===== config.mk =====
export PLATFORM = sky130hd
export DESIGN_NAME = spi_slave_sequencer
export DESIGN_NICKNAME = d
export VERILOG_FILES = /design/src/rtl/spi_slave_sequencer.sv
export SDC_FILE = /design/constraint.sdc
export NUM_CORES = 1
export LEC_CHECK = 0
export ABC_AREA = 1
export BUFFER_PORTS_ARGS = -buffer_cell sky130_fd_sc_hd__buf_2
export CAP_MARGIN = 30
export CORE_ASPECT_RATIO = 0.7
export CORE_MARGIN = 8
export CORE_UTILIZATION = 40
export DETAILED_ROUTE_END_ITERATION = 8
export HOLD_SLACK_MARGIN = 0.03
export PLACE_DENSITY = 0.59
export SLEW_MARGIN = 20
export SYNTH_ARGS = -nofsm -noshare
export SYNTH_HDL_FRONTEND = slang
export SYNTH_SLANG_ARGS = --single-unit
export TNS_END_PERCENT = 50

===== constraint.sdc =====
create_clock -name clk -period 14.75 [get_ports clk]
set_input_delay 3.6875 -clock clk [delete_from_list [all_inputs] [get_ports clk]]
set_output_delay 3.6875 -clock clk [all_outputs]
set_load 0.03 [all_outputs]

===== src/rtl/spi_slave_sequencer.sv =====
// rtl/spi_slave_sequencer.sv - double-buffered word sequencer between system words and an SPI slave byte driver
//
// Ports:
//   clk, rst          system clock, asynchronous active-high reset
//   signal_cycle      computational-cycle boundary, requests a bank swap
//   signal_wr,data_in push a system word into the next tx staging slot
//   signal_oe         pop the next rx staging word onto data_out
//   data_out          registered received word
//   flag_start/stop   one-cycle frame start / end pulses
//   cs                SPI chip select (active-low, asynchronous)
//   spi_ready         byte-exchanged pulse from the SPI driver
//   spi_rx_byte       byte received, valid with spi_ready
//   spi_tx_byte       byte the driver shifts out next
module spi_slave_sequencer #(
    parameter int DATA_WIDTH     = 32,
    parameter int SPI_DATA_WIDTH = 8,
    parameter int WORDS          = 2
) (
    input  logic                      clk,
    input  logic                      rst,
    input  logic                      signal_cycle,
    input  logic                      signal_wr,
    input  logic [DATA_WIDTH-1:0]     data_in,
    input  logic                      signal_oe,
    output logic [DATA_WIDTH-1:0]     data_out,
    output logic                      flag_start,
    output logic                      flag_stop,
    input  logic                      cs,
    input  logic                      spi_ready,
    input  logic [SPI_DATA_WIDTH-1:0] spi_rx_byte,
    output logic [SPI_DATA_WIDTH-1:0] spi_tx_byte
);

    localparam int BPW = DATA_WIDTH / SPI_DATA_WIDTH;
    localparam int FL  = WORDS * BPW;
    localparam int BCW = $clog2(FL + 1);
    localparam int WIW = $clog2(WORDS + 1);

    localparam logic [0:0] IDLE   = 1'b0;
    localparam logic [0:0] ACTIVE = 1'b1;

    logic [0:0]            state;
    logic                  cs_meta;
    logic                  cs_s;
    logic [1:0]            sync_vld;
    logic                  armed;
    logic [BCW-1:0]        bc;
    logic [BCW-1:0]        bc_inc;
    logic [WIW-1:0]        wi;
    logic [WIW-1:0]        ri;
    logic                  swap_pending;

    logic [DATA_WIDTH-1:0] tx_stage      [WORDS];
    logic [DATA_WIDTH-1:0] tx_active     [WORDS];
    logic [DATA_WIDTH-1:0] rx_active     [WORDS];
    logic [DATA_WIDTH-1:0] rx_stage      [WORDS];
    logic [DATA_WIDTH-1:0] tx_stage_nxt  [WORDS];
    logic [DATA_WIDTH-1:0] rx_active_nxt [WORDS];

    logic                  start_frame;
    logic                  end_frame;
    logic                  byte_take;
    logic                  do_swap;
    logic [SPI_DATA_WIDTH-1:0] tx_first;
    logic [SPI_DATA_WIDTH-1:0] tx_next;
    logic [DATA_WIDTH-1:0] rd_word;

    // Byte idx lives in word idx/BPW, MSB byte first within the word.
    function automatic logic [SPI_DATA_WIDTH-1:0] tx_byte_at(input logic [BCW-1:0] idx);
        logic [SPI_DATA_WIDTH-1:0] r;
        r = '0;
        for (int w = 0; w < WORDS; w++) begin
            for (int b = 0; b < BPW; b++) begin
                if (idx == BCW'(w * BPW + BPW - 1 - b)) begin
                    r = tx_active[w][b*SPI_DATA_WIDTH +: SPI_DATA_WIDTH];
                end
            end
        end
        return r;
    endfunction

    always_comb begin
        // armed is only set once a genuine (post-reset) high cs_s has been seen,
        // so a cs held low through reset cannot fake a falling edge.
        start_frame = (state == IDLE) && armed && !cs_s;
        end_frame   = (state == ACTIVE) && cs_s;
        byte_take   = (state == ACTIVE) && spi_ready && (bc < BCW'(FL));
        // A cycle request landing on the start cycle is deferred to frame end
        // so the frame never mixes old and new tx_active contents.
        do_swap     = ((state == IDLE) && signal_cycle && !start_frame) ||
                      (end_frame && (swap_pending || signal_cycle));
        bc_inc      = bc + BCW'(1);
        tx_first    = tx_byte_at('0);
        tx_next     = tx_byte_at(bc_inc);

        tx_stage_nxt = tx_stage;
        if (signal_wr) begin
            for (int i = 0; i < WORDS; i++) begin
                if (wi == WIW'(i)) tx_stage_nxt[i] = data_in;
            end
        end

        rx_active_nxt = rx_active;
        if (byte_take) begin
            for (int w = 0; w < WORDS; w++) begin
                for (int b = 0; b < BPW; b++) begin
                    if (bc == BCW'(w * BPW + BPW - 1 - b)) begin
                        rx_active_nxt[w][b*SPI_DATA_WIDTH +: SPI_DATA_WIDTH] = spi_rx_byte;
                    end
                end
            end
        end

        rd_word = '0;
        for (int i = 0; i < WORDS; i++) begin
            if (ri == WIW'(i)) rd_word = rx_stage[i];
        end
    end

    always_ff @(posedge clk or posedge rst) begin
        if (rst) begin
            state        <= IDLE;
            cs_meta      <= 1'b1;
            cs_s         <= 1'b1;
            sync_vld     <= '0;
            armed        <= 1'b0;
            bc           <= '0;
            wi           <= '0;
            ri           <= '0;
            swap_pending <= 1'b0;
            data_out     <= '0;
            flag_start   <= 1'b0;
            flag_stop    <= 1'b0;
            spi_tx_byte  <= '0;
            for (int i = 0; i < WORDS; i++) begin
                tx_stage[i]  <= '0;
                tx_active[i] <= '0;
                rx_active[i] <= '0;
                rx_stage[i]  <= '0;
            end
        end else begin
            cs_meta  <= cs;
            cs_s     <= cs_meta;
            sync_vld <= {sync_vld[0], 1'b1};

            if (start_frame)               armed <= 1'b0;
            else if (sync_vld[1] && cs_s)  armed <= 1'b1;

            flag_start <= start_frame;
            flag_stop  <= end_frame;

            if (start_frame)    state <= ACTIVE;
            else if (end_frame) state <= IDLE;

            if (start_frame)    bc <= '0;
            else if (byte_take) bc <= bc_inc;

            if (start_frame)                           spi_tx_byte <= tx_first;
            else if (byte_take)                        spi_tx_byte <= tx_next;
            else if ((state == ACTIVE) && spi_ready)   spi_tx_byte <= '0;

            if (do_swap)
                swap_pending <= 1'b0;
            else if (signal_cycle && ((state == ACTIVE) || start_frame))
                swap_pending <= 1'b1;

            tx_stage  <= tx_stage_nxt;
            rx_active <= rx_active_nxt;
            if (do_swap) begin
                tx_active <= tx_stage_nxt;
                rx_stage  <= rx_active_nxt;
            end

            if (do_swap)                                  wi <= '0;
            else if (signal_wr && (wi != WIW'(WORDS)))    wi <= wi + WIW'(1);

            if (signal_oe) data_out <= rd_word;
            if (do_swap)                                  ri <= '0;
            else if (signal_oe && (ri != WIW'(WORDS)))    ri <= ri + WIW'(1);
        end
    end

endmodule

==> flow_summary.toml, run 1 <==
[critical_path]
critPathRequiredTime_ns = 15.18
worstSetupEndpointType = "flip-flop"
setup.reg_to_reg.worst_slack_ns = 11.29
rr_endpoint = "tx_active[41]"
critical_path_class = "in2reg"
timing.critical_path.from_type = "input pin"
path_common_cell = "buf_4"
crit_slowest_cell = "buf_4"
timing.critical_path.buf_inv = 4
reg2regPathDepth = 8
crit_arrival_ns = 5.98
timing.critical_path.cells = "buf_2 -> nand3_1 -> a22oi_2 -> buf_4 -> buf_4 -> buf_16 -> mux2_2"
critical-path-top-delay-family = "buffers and inverters"
critical_path_peak_fanout = 76
max_stage_delay_ns = 0.71
regToRegStartpoint = "cs_s"

[route]
dr_vias = 8507
drt.antenna.violating_nets = 0
drt_pre_antenna_iters = 5
vias_per_cell = 4.963
drcViolationCount = 0
routed_wire_length_per_instance_microns = 16.85
first_iter_violations = 505
routed_wl_microns = 28880

[outcome]
status = "completed"

[power]
total_leakage_power_nw = 7.186
comb_power_share_pct = 31.2
internal_power_of_the_cells_mw = 2.096
vdd_drop_max_mv = 0.09175
clock_power_share_pct = 26.7
switching_share_of_total_power_pct = 34.78
power_spent_charging_and_discharging_nets_mw = 1.118
finalPower_mw = 3.215
power.sequential.fraction_pct = 42.2
powerDensity_mw_per_mm2 = 218.2

[placed_design]
gp_routability_congestion = 0.8314
placed_area_sq_mm = 0.01350
port_buffers = 88
detailedPlacementHpwl_microns = 18960

[clock_network]
cts-root-buf = "clkbuf_16"
tritoncts.num_buffers = 31
clock_slew_at_reported_path_ffs_ns = 0.06
post_cts_resize_count = 0
cts_setup_buffers = 0
clk_path_buf_depth = 3
tritoncts_clock_tree = "done"
clock_insertion_delay_worst_skew_ns = 0.55
ctsHoldBuffers = 0
clock_sink_count = 313
h_tree_level_count = 1

[floorplan]
design.die.area_sq_mm = 0.03773
core.rowCount = 54
die_width_microns = 228.8
io_pins = 89
initial_core_util_pct = 40.69
floorplan.core_area_sq_mm = 0.03115
fp.dieH_microns = 164.9

[global_routing]
grt_pass1_wl_microns = 47820
grt_overflow_total = 0
maximum_number_of_pins_on_one_net_before_global_route_repair = 94
met2_usage_pct = 22.26
first_global_vias = 8552
gr-max-usage-layer = "met1"
met3_track_demand_over_resource_pct = 2.317
grt_use_total_pct = 15.39
grt_met1_usage_pct = 24.12
antenna_found_initial = 0

[logic_synthesis]
asyncSetResetFlopFracSynth_pct = 100.0
synth_enable_flop_cells = 0
synth_xor_xnor_area_share_pct = 0.2665
post_synthesis_sequential_element_count = 313
net_count_synth = 1258
syn_avg_cell_area_sq_um = 10.57
largest_area_contributor_in_the_netlist = "dfrtp_1"
synthesized_instance_count = 1199
post_synth_fa_ha_maj_area_fraction_pct = 1.185
post-synth-top-count-cell = "dfrtp_1"
synth_warnings = 0
synth_mux_area_share_pct = 9.062
synth_top_flop_cell = "dfrtp_1"
netlist_top_cells_count = "dfrtp_1 (311), nand2_1 (252), o21ai_0 (198), inv_1 (105), mux2_2 (102)"
synth-seq-area-share_pct = 61.82
synth_top_area_share_pct = 61.40
synth_top_family_by_area = "compound AO/OA/AOI/OAI gates"
synth_compound_area_share_pct = 11.51
top_post_synthesis_cells_by_area = "dfrtp_1 (61%), mux2_2 (9.1%), o21ai_0 (7.8%), nand2_1 (7.5%), inv_1 (3.1%)"
post_synth_cell_types = 28
syn_std_cell_area_sq_mm = 0.01267
area_share_of_and_or_nand_nor_cells_after_synthesis_pct = 10.80

[cells_and_area]
layout.cell_area.non_filler_sq_mm = 0.01473
layout-drive-gt1-share_pct = 21.87
fillerInstances = 2858
finish.net_count = 1331
area_growth_syn_to_layout_pct = 16.25
antennaDiodeCount = 0

[timing]
grt_setup_unrepaired = "false"
timing.final.crit_share_pct = 37.64
hold_violations = 0
period_needed_ns = 5.551
fin_setup_tns_ns = 0
setup_violations = 0
timing.max_slew.rel_slack_pct = 37.25
slew_viol_final = 0
maxClockFrequency_mhz = 180.1
timing_worst_slew_pin_value_ns = 0.9413
finClkSkew_ns = 0.01436

[job]
drv.max_cap_violation_count = 0

[worst_hold_path]
holdCritStartpoint = "cs_meta"
hold_path_depth = 0
holdPathEnd = "cs_s"
min_path_type = "reg2reg"
==> cells by family (layout without fill, tap and decap cells) <==
| group | Yosys count | after routing |
|---|---|---|
| adders and majority gates | 12 | 12 |
| muxes | 102 | 102 |
| DFF | 313 | 313 |
| other | 1 | 1 |
| xor gates and xnor gates | 3 | 3 |
| and+or+nand+nor | 325 | 325 |
| buffers and inverters | 169 | 264 |
| AOI/OAI and AO/OA | 274 | 274 |
==> registers in the layout (all words and copies together), names as in the netlist <==
name	cells
armed	1
bc	4
cs_meta	1
cs_s	1
data_out	32
flag_start	1
flag_stop	1
ri	2
rx_active	64
rx_stage	64
spi_tx_byte	8
state	1
swap_pending	1
sync_vld	2
tx_active	64
tx_stage	64
wi	2
==> layout make-up <==
class / count / area, sq um / share of cell area, %
Inverter: 107 / 409.1 / 2.777
Timing Repair Buffer: 102 / 666.9 / 4.526
Multi-Input combinational cell: 717 / 4179 / 28.36
Clock buffer: 41 / 873.3 / 5.927
Clock inverter: 14 / 245.2 / 1.664
Tap cell: 420 / 525.5 / 3.567
Sequential cell: 313 / 7835 / 53.18
==> metrics by stage <==
stage          setup slack [ns]  hold slack [ns]  util, %  std cells
2_1_floorplan             2.408           0.3312        -       1199
3_3_place_gp              8.479           0.3326    43.13       1651
3_5_place_dp              8.448           0.3416    43.35       1654
4_1_cts                   9.036           0.3533    46.94       1709
5_1_grt                   9.029           0.3618    47.30       1714
6_report                  9.199           0.3544    47.30       1714
==> power groups by stage <==
| stage | Combinational [mW] | Sequential (mW) | Clock [mW] |
|---|---|---|---|
| floorplan | 0.638 | 1.41 | 0 |
| global placement | 0.957 | 1.36 | 0 |
| detailed placement | 0.987 | 1.37 | 0 |
| CTS | 0.992 | 1.36 | 0.880 |
| global route | 1.13 | 1.39 | 0.915 |
| finish | 1.00 | 1.36 | 0.857 |
==> routing by layer <==
metal | vias to the layer above | wire length (microns)
met4 | 0 | 486
li1 | 4110 | -
met5 | - | 0
met1 | 4214 | 15210
met2 | 152 | 11990
met3 | 31 | 1187
==> cell usage in the layout (no fill, tap or decap), types with 2 or more instances in the layout <==
| cell | instances |
|---|---|
| nor2_4 | 3 |
| clkinv_2 | 7 |
| nand2_2 | 5 |
| inv_1 | 103 |
| clkbuf_8 | 6 |
| mux2_2 | 102 |
| clkbuf_16 | 31 |
| dfstp_2 | 2 |
| bufinv_16 | 7 |
| buf_2 | 88 |
| dfrtp_1 | 311 |
| inv_2 | 2 |
| xor2_1 | 2 |
| o21ai_0 | 198 |
| ha_1 | 11 |
| nor2_2 | 4 |
| clkbuf_1 | 4 |
| nand3_2 | 7 |
| a22oi_1 | 32 |
| buf_4 | 6 |
| nor2_1 | 6 |
| nand2_1 | 250 |
| a21oi_1 | 35 |
| buf_16 | 4 |
| o21ai_1 | 8 |
| nand3_1 | 41 |
| nand4_1 | 7 |
| buf_12 | 3 |
==> worst max path at each step <==
stage	from	endpoint	slack [ns]	cells past startpoint
after floorplan	rst	armed	2.41	1
after global placement	signal_cycle	tx_active[36]	8.48	6
after detailed placement	signal_cycle	tx_active[41]	8.45	6
after CTS	signal_cycle	tx_active[41]	9.04	6
after global routing	signal_cycle	tx_active[41]	9.03	7
final	signal_cycle	tx_active[41]	9.20	7
==> worst reg2reg max path, delay by kind of cell (launching register included) <==
family,cells,cell delay (ns)
AO/OA/AOI/OAI,1,0.16
buffers and inverters,4,1.92
flip-flops,1,0.55
multiplexers,1,0.45
AND/OR/NAND/NOR,2,0.28
No activity file was read; power rests on OpenSTA's default activity.
==> run 2: changes to the inputs <==
--- a/config.mk
+++ b/config.mk
@@ -13,7 +13,7 @@
 export CORE_UTILIZATION = 40
 export DETAILED_ROUTE_END_ITERATION = 8
 export HOLD_SLACK_MARGIN = 0.03
-export PLACE_DENSITY = 0.59
+export PLACE_DENSITY = 0.61
 export SLEW_MARGIN = 20
 export SYNTH_ARGS = -nofsm -noshare
 export SYNTH_HDL_FRONTEND = slang
==> constraint.sdc (replaced) <==
create_clock -name clk -period 4.9 [get_ports clk]
set_input_delay 1.225 -clock clk [delete_from_list [all_inputs] [get_ports clk]]
set_output_delay 1.225 -clock clk [all_outputs]
set_load 0.03 [all_outputs]
==> run 2 against run 1 <==
  * Worst setup slack lost 7.2 ns
  * Register-to-register slack lost 9.1 ns
  * First-iteration DRC count grew 44%
  * Via count is essentially flat
  * Clock power grew to 2.8 times the previous value
  * Flip-flop and latch count is the same
  * Combinational power grew to 3.0 times the previous value
  * Utilization shrank 0.57 points
  * Critical path type unchanged
  * Largest cell class unchanged
  * Largest power group unchanged
==> flow_summary.toml, run 2 (synthesis gave the netlist of run 1 again) <==
[worst_hold_path]
holdPathEnd = "sync_vld[1]"
min_path_type = "reg2reg"
hold_path_depth = 0
holdCritStartpoint = "sync_vld[0]"

[critical_path]
max_stage_delay_ns = 0.62
worstSetupEndpointType = "flip-flop"
critPathRequiredTime_ns = 5.35
crit_arrival_ns = 3.31
rr_endpoint = "tx_active[6]"
critical_path_class = "in2reg"
setup.reg_to_reg.worst_slack_ns = 2.16
timing.critical_path.cells = "buf_2 -> nand2_2 -> nor2_2 -> nand3_1 -> nand2_1 -> o21ai_0 -> mux2_2"
timing.critical_path.from_type = "input pin"
crit_slowest_cell = "nor2_2"
regToRegStartpoint = "cs_s"
reg2regPathDepth = 6
critical_path_peak_fanout = 16

[cells_and_area]
fillerInstances = 2893
final_common_cell = "dfrtp_1"
final_cell_mix = "dfrtp_1 (311), nand2_1 (250), o21ai_0 (198)"
layout-drive-gt1-share_pct = 21.69
finish.net_count = 1325
area_growth_syn_to_layout_pct = 14.86
antennaDiodeCount = 0
sequential_cell_area_sq_mm = 0.007835
multi_input_area_sq_mm = 0.004184

[floorplan]
io_pins = 89
initial_core_util_pct = 40.69
fp.dieH_microns = 164.9
design.die.area_sq_mm = 0.03773
die_width_microns = 228.8
floorplan.core_area_sq_mm = 0.03115
core.rowCount = 54

[global_routing]
antenna_found_initial = 0
grt_pass1_wl_microns = 46790
grt_use_total_pct = 15.16
first_global_vias = 8453
grt_overflow_total = 0
maximum_number_of_pins_on_one_net_before_global_route_repair = 159

[clock_network]
tritoncts.num_buffers = 31
clock_sink_count = 313
h_tree_level_count = 1
cts-root-buf = "clkbuf_16"
clock_insertion_delay_worst_skew_ns = 0.57
cts_setup_buffers = 0
clock_slew_at_reported_path_ffs_ns = 0.06
tritoncts_clock_tree = "done"
ctsHoldBuffers = 0
clk_path_buf_depth = 3
post_cts_resize_count = 0

[route]
drt.antenna.violating_nets = 0
dr_vias = 8504
routed_wire_length_per_instance_microns = 16.79
drt_pre_antenna_iters = 5
vias_per_cell = 4.970
drcViolationCount = 0
first_iter_violations = 728
routed_wl_microns = 28730

[power]
total_leakage_power_nw = 7.099
powerDensity_mw_per_mm2 = 649.8
finalPower_mw = 9.460
vdd_drop_max_mv = 0.3639

[job]
drv.max_cap_violation_count = 0

[timing]
slew_viol_final = 0
timing.max_slew.rel_slack_pct = 41.02
setup_violations = 0
timing_worst_slew_pin_value_ns = 0.8848
fin_hold_ws_ns = 0.3520
timing.final.crit_share_pct = 58.47
period_needed_ns = 2.865
finClkSkew_ns = 0.01168
maxClockFrequency_mhz = 349.1
setup_slack_of_the_critical_path_after_layout_ns = 2.035
grt_setup_unrepaired = "false"
hold_violations = 0

[placed_design]
detailedPlace.worstSlack_ns = 1.491
port_buffers = 88
gp_routability_congestion = 0.8252
detailedPlacementHpwl_microns = 18510

[outcome]
status = "completed"
## run 2: worst max-delay path by stage
stage	start	end	slack (ns)	cells after the start
after detailed placement	spi_ready	rx_stage[3]	1.49	7
after floorplan	rst	armed	-0.49	1
after global routing	spi_ready	rx_stage[14]	1.77	7
after global placement	spi_ready	rx_stage[10]	1.54	7
final	spi_ready	rx_stage[7]	2.04	7
after CTS	spi_ready	rx_stage[12]	2.09	7
## run 2: stage by stage
step / TNS (ns) / util, % / std cells / cell area (sq um)
after floorplan: -153.09 / - / 1199 / 12680
after global placement: 0 / 43.26 / 1652 / 13480
after detailed placement: 0 / 43.28 / 1652 / 13480
after CTS: 0 / 46.65 / 1710 / 14530
after global routing: 0 / 46.74 / 1711 / 14560
final: 0 / 46.74 / 1711 / 14560
## run 2: cell type report
cell class                      instances  share of cell area, %
Sequential cell                       313                  53.82
Clock inverter                         13                 0.8337
Inverter                              107                  2.785
Multi-Input combinational cell        717                  28.74
Clock buffer                           45                  6.377
Timing Repair Buffer                   96                  3.833
Tap cell                              420                  3.610
## run 2: where the power goes
part           internal, mW  switching (mW)  total, mW  leakage, nW
logic                  1.07            1.90       2.96         2.52
registers              3.62           0.475       4.09         4.06
clock network          1.41           0.990       2.40        0.527
## run 2: metal layers
metal  global-route usage (%)  part of all wire, %  wire [microns]
met3                    2.969                  4.8            1389
met5                        0                    0               0
met4                    2.793                  1.3             373
met1                    23.54                   52           15000
met2                    21.73                   42           11960
## run 2: worst max-delay path, delay by kind of cell
| family | cells | cell delay (ns) |
|---|---|---|
| muxes | 1 | 0.30 |
| AOI/OAI and AO/OA | 1 | 0.14 |
| and+or+nand+nor | 4 | 1.54 |
| buffers and inverters | 1 | 0.09 |
==> run 3: changes to the inputs <==
==> constraint.sdc (replaced) <==
create_clock -name clk -period 2.4 [get_ports clk]
set_input_delay 0.6 -clock clk [delete_from_list [all_inputs] [get_ports clk]]
set_output_delay 0.6 -clock clk [all_outputs]
set_load 0.03 [all_outputs]
==> run 3 against run 2 <==
  * Cell area is 2.1% higher
  * Via count hardly changed
  * Critical path depth is 3 higher
  * Register-to-register slack worse by 2.0 ns
  * Clock skew is 0.0018 ns higher
  * Non-clock buffer count is 14 higher
  * Highest routed layer unchanged
==> flow_summary.toml, run 3 (synthesis gave the netlist of run 1 again) <==
[clock_network]
clk_path_buf_depth = 3
h_tree_level_count = 2
tritoncts_clock_tree = "done"
tritoncts.num_buffers = 34
clock_sink_count = 313
cts-root-buf = "clkbuf_16"
clock_slew_at_reported_path_ffs_ns = 0.06
clock_insertion_delay_worst_skew_ns = 0.49
ctsHoldBuffers = 0

[floorplan]
initial_core_util_pct = 40.69
core.rowCount = 54
floorplan.core_area_sq_mm = 0.03115
fp.dieH_microns = 164.9
io_pins = 89
design.die.area_sq_mm = 0.03773
die_width_microns = 228.8

[timing]
maxClockFrequency_mhz = 452.1
timing.max_slew.rel_slack_pct = 59.36
timing.final.crit_share_pct = 92.16
timing_worst_slew_pin_value_ns = 0.6096
hold_violations = 0
finClkSkew_ns = 0.01344
setup_violations = 0
slew_viol_final = 0
fin_setup_tns_ns = 0
grt_setup_unrepaired = "false"
period_needed_ns = 2.212

[placed_design]
port_buffers = 88
detailedPlacementHpwl_microns = 19420
gp_routability_congestion = 0.8322

[power]
switching_share_of_total_power_pct = 34.82
comb_power_share_pct = 30.9
total_leakage_power_nw = 7.237
vdd_drop_max_mv = 0.5793
power_spent_charging_and_discharging_nets_mw = 6.971
powerDensity_mw_per_mm2 = 1347
internal_power_of_the_cells_mw = 13.05
clock_power_share_pct = 27.2
power.sequential.fraction_pct = 41.9

[route]
routed_wl_microns = 29320
drcViolationCount = 0
first_iter_violations = 713
dr_vias = 8511
vias_per_cell = 4.925
drt.antenna.violating_nets = 0
routed_wire_length_per_instance_microns = 16.97
drt_pre_antenna_iters = 5

[critical_path]
critPathRequiredTime_ns = 2.83
setup.reg_to_reg.worst_slack_ns = 0.19
regToRegStartpoint = "bc[1]"
critical-path-top-delay-family = "simple AND/OR/NAND/NOR gates"
rr_endpoint = "spi_tx_byte[5]"
reg2regPathDepth = 10
worstSetupEndpointType = "flip-flop"
timing.critical_path.buf_inv = 2
path_common_cell = "nand2_1"
max_stage_delay_ns = 0.44
crit_arrival_ns = 2.64
timing.critical_path.from_type = "flip-flop"
critical_path_peak_fanout = 16
crit_slowest_cell = "ha_1"
critical_path_class = "reg2reg"
timing.critical_path.cells = "inv_1 -> ha_1 -> inv_1 -> nor2_4 -> a21oi_1 -> nand3_1 -> nand2_1 -> nand2_1 -> nand2_1 -> nand2_1"

[global_routing]
first_global_vias = 8539
grt_pass1_wl_microns = 48180
grt_use_total_pct = 15.65
antenna_found_initial = 0
maximum_number_of_pins_on_one_net_before_global_route_repair = 111
grt_overflow_total = 0

[cells_and_area]
antennaDiodeCount = 0
final_cell_mix = "dfrtp_1 (311), nand2_1 (250), o21ai_0 (198)"
fillerInstances = 2872
layout-drive-gt1-share_pct = 22.32
final_common_cell = "dfrtp_1"
post-route-util_pct = 47.70
area_growth_syn_to_layout_pct = 17.23
finish.net_count = 1342

[worst_hold_path]
holdCritStartpoint = "cs"
hold_path_depth = 1
holdPathEnd = "cs_meta"
min_path_type = "in2reg"

[outcome]
status = "completed"

[job]
drv.max_cap_violation_count = 0
[run 3: power by group through the flow]
| stage | Sequential, mW | Clock [mW] | Combinational [mW] |
|---|---|---|---|
| global route | 8.60 | 5.81 | 6.96 |
| floorplan | 8.64 | 0 | 3.92 |
| finish | 8.38 | 5.45 | 6.19 |
| global placement | 8.42 | 0 | 6.04 |
| CTS | 8.39 | 5.59 | 6.22 |
| detailed placement | 8.45 | 0 | 6.20 |
[run 3: per-stage QoR]
step / hold WS (ns) / total power, mW / cells / area [sq um] / setup slack [ns]
global route: 0.1785 / 21.37 / 1728 / 14860 / 0.01387
global placement: 0.3329 / 14.46 / 1667 / 13670 / 0.09819
CTS: 0.1844 / 20.20 / 1728 / 14850 / 0.07728
floorplan: 0.3312 / 12.56 / 1199 / 12680 / -2.367
finish: 0.2050 / 20.02 / 1728 / 14860 / 0.1881
detailed placement: 0.3487 / 14.65 / 1667 / 13670 / 0.09010
[run 3: timing repair]
item	CTS	global route
setup buffers	0	0
gates resized for setup	0	1
setup endpoints to repair	0	8
[run 3: final cells by class]
| type | count | area, sq um | area share, % |
|---|---|---|---|
| Timing Repair Buffer | 110 | 730.7 | 4.918 |
| Inverter | 107 | 405.4 | 2.728 |
| Tap cell | 420 | 525.5 | 3.537 |
| Clock buffer | 50 | 1025 | 6.897 |
| Multi-Input combinational cell | 717 | 4177 | 28.11 |
| Clock inverter | 11 | 160.2 | 1.078 |
| Sequential cell | 313 | 7835 | 52.73 |
[run 3: worst max-delay path by stage]
| stage | startpoint | to | depth (start not counted) |
|---|---|---|---|
| 6_report | bc[1] | spi_tx_byte[5] | 10 |
| 5_1_grt | bc[1] | spi_tx_byte[1] | 10 |
| 3_5_place_dp | bc[0] | spi_tx_byte[5] | 9 |
| 4_1_cts | bc[0] | spi_tx_byte[5] | 9 |
| 3_3_place_gp | bc[0] | spi_tx_byte[4] | 9 |
| 2_1_floorplan | rst | armed | 1 |
[run 3: worst register-to-register path: stages (launching register included)]
cell and delay [ns]:
dfrtp_1 0.42, inv_1 0.16, ha_1 0.44, inv_1 0.28
nor2_4 0.35, a21oi_1 0.11, nand3_1 0.10, nand2_1 0.06
nand2_1 0.11, nand2_1 0.07, nand2_1 0.05
[run 3: metal layers]
layer | global-route usage (%) | vias to the layer above | wire [microns]
li1 | - | 4141 | -
met1 | 24.87 | 4158 | 15680
met2 | 21.71 | 174 | 11920
met3 | 2.609 | 38 | 1223
met4 | 3.666 | 0 | 493
met5 | 0 | - | 0
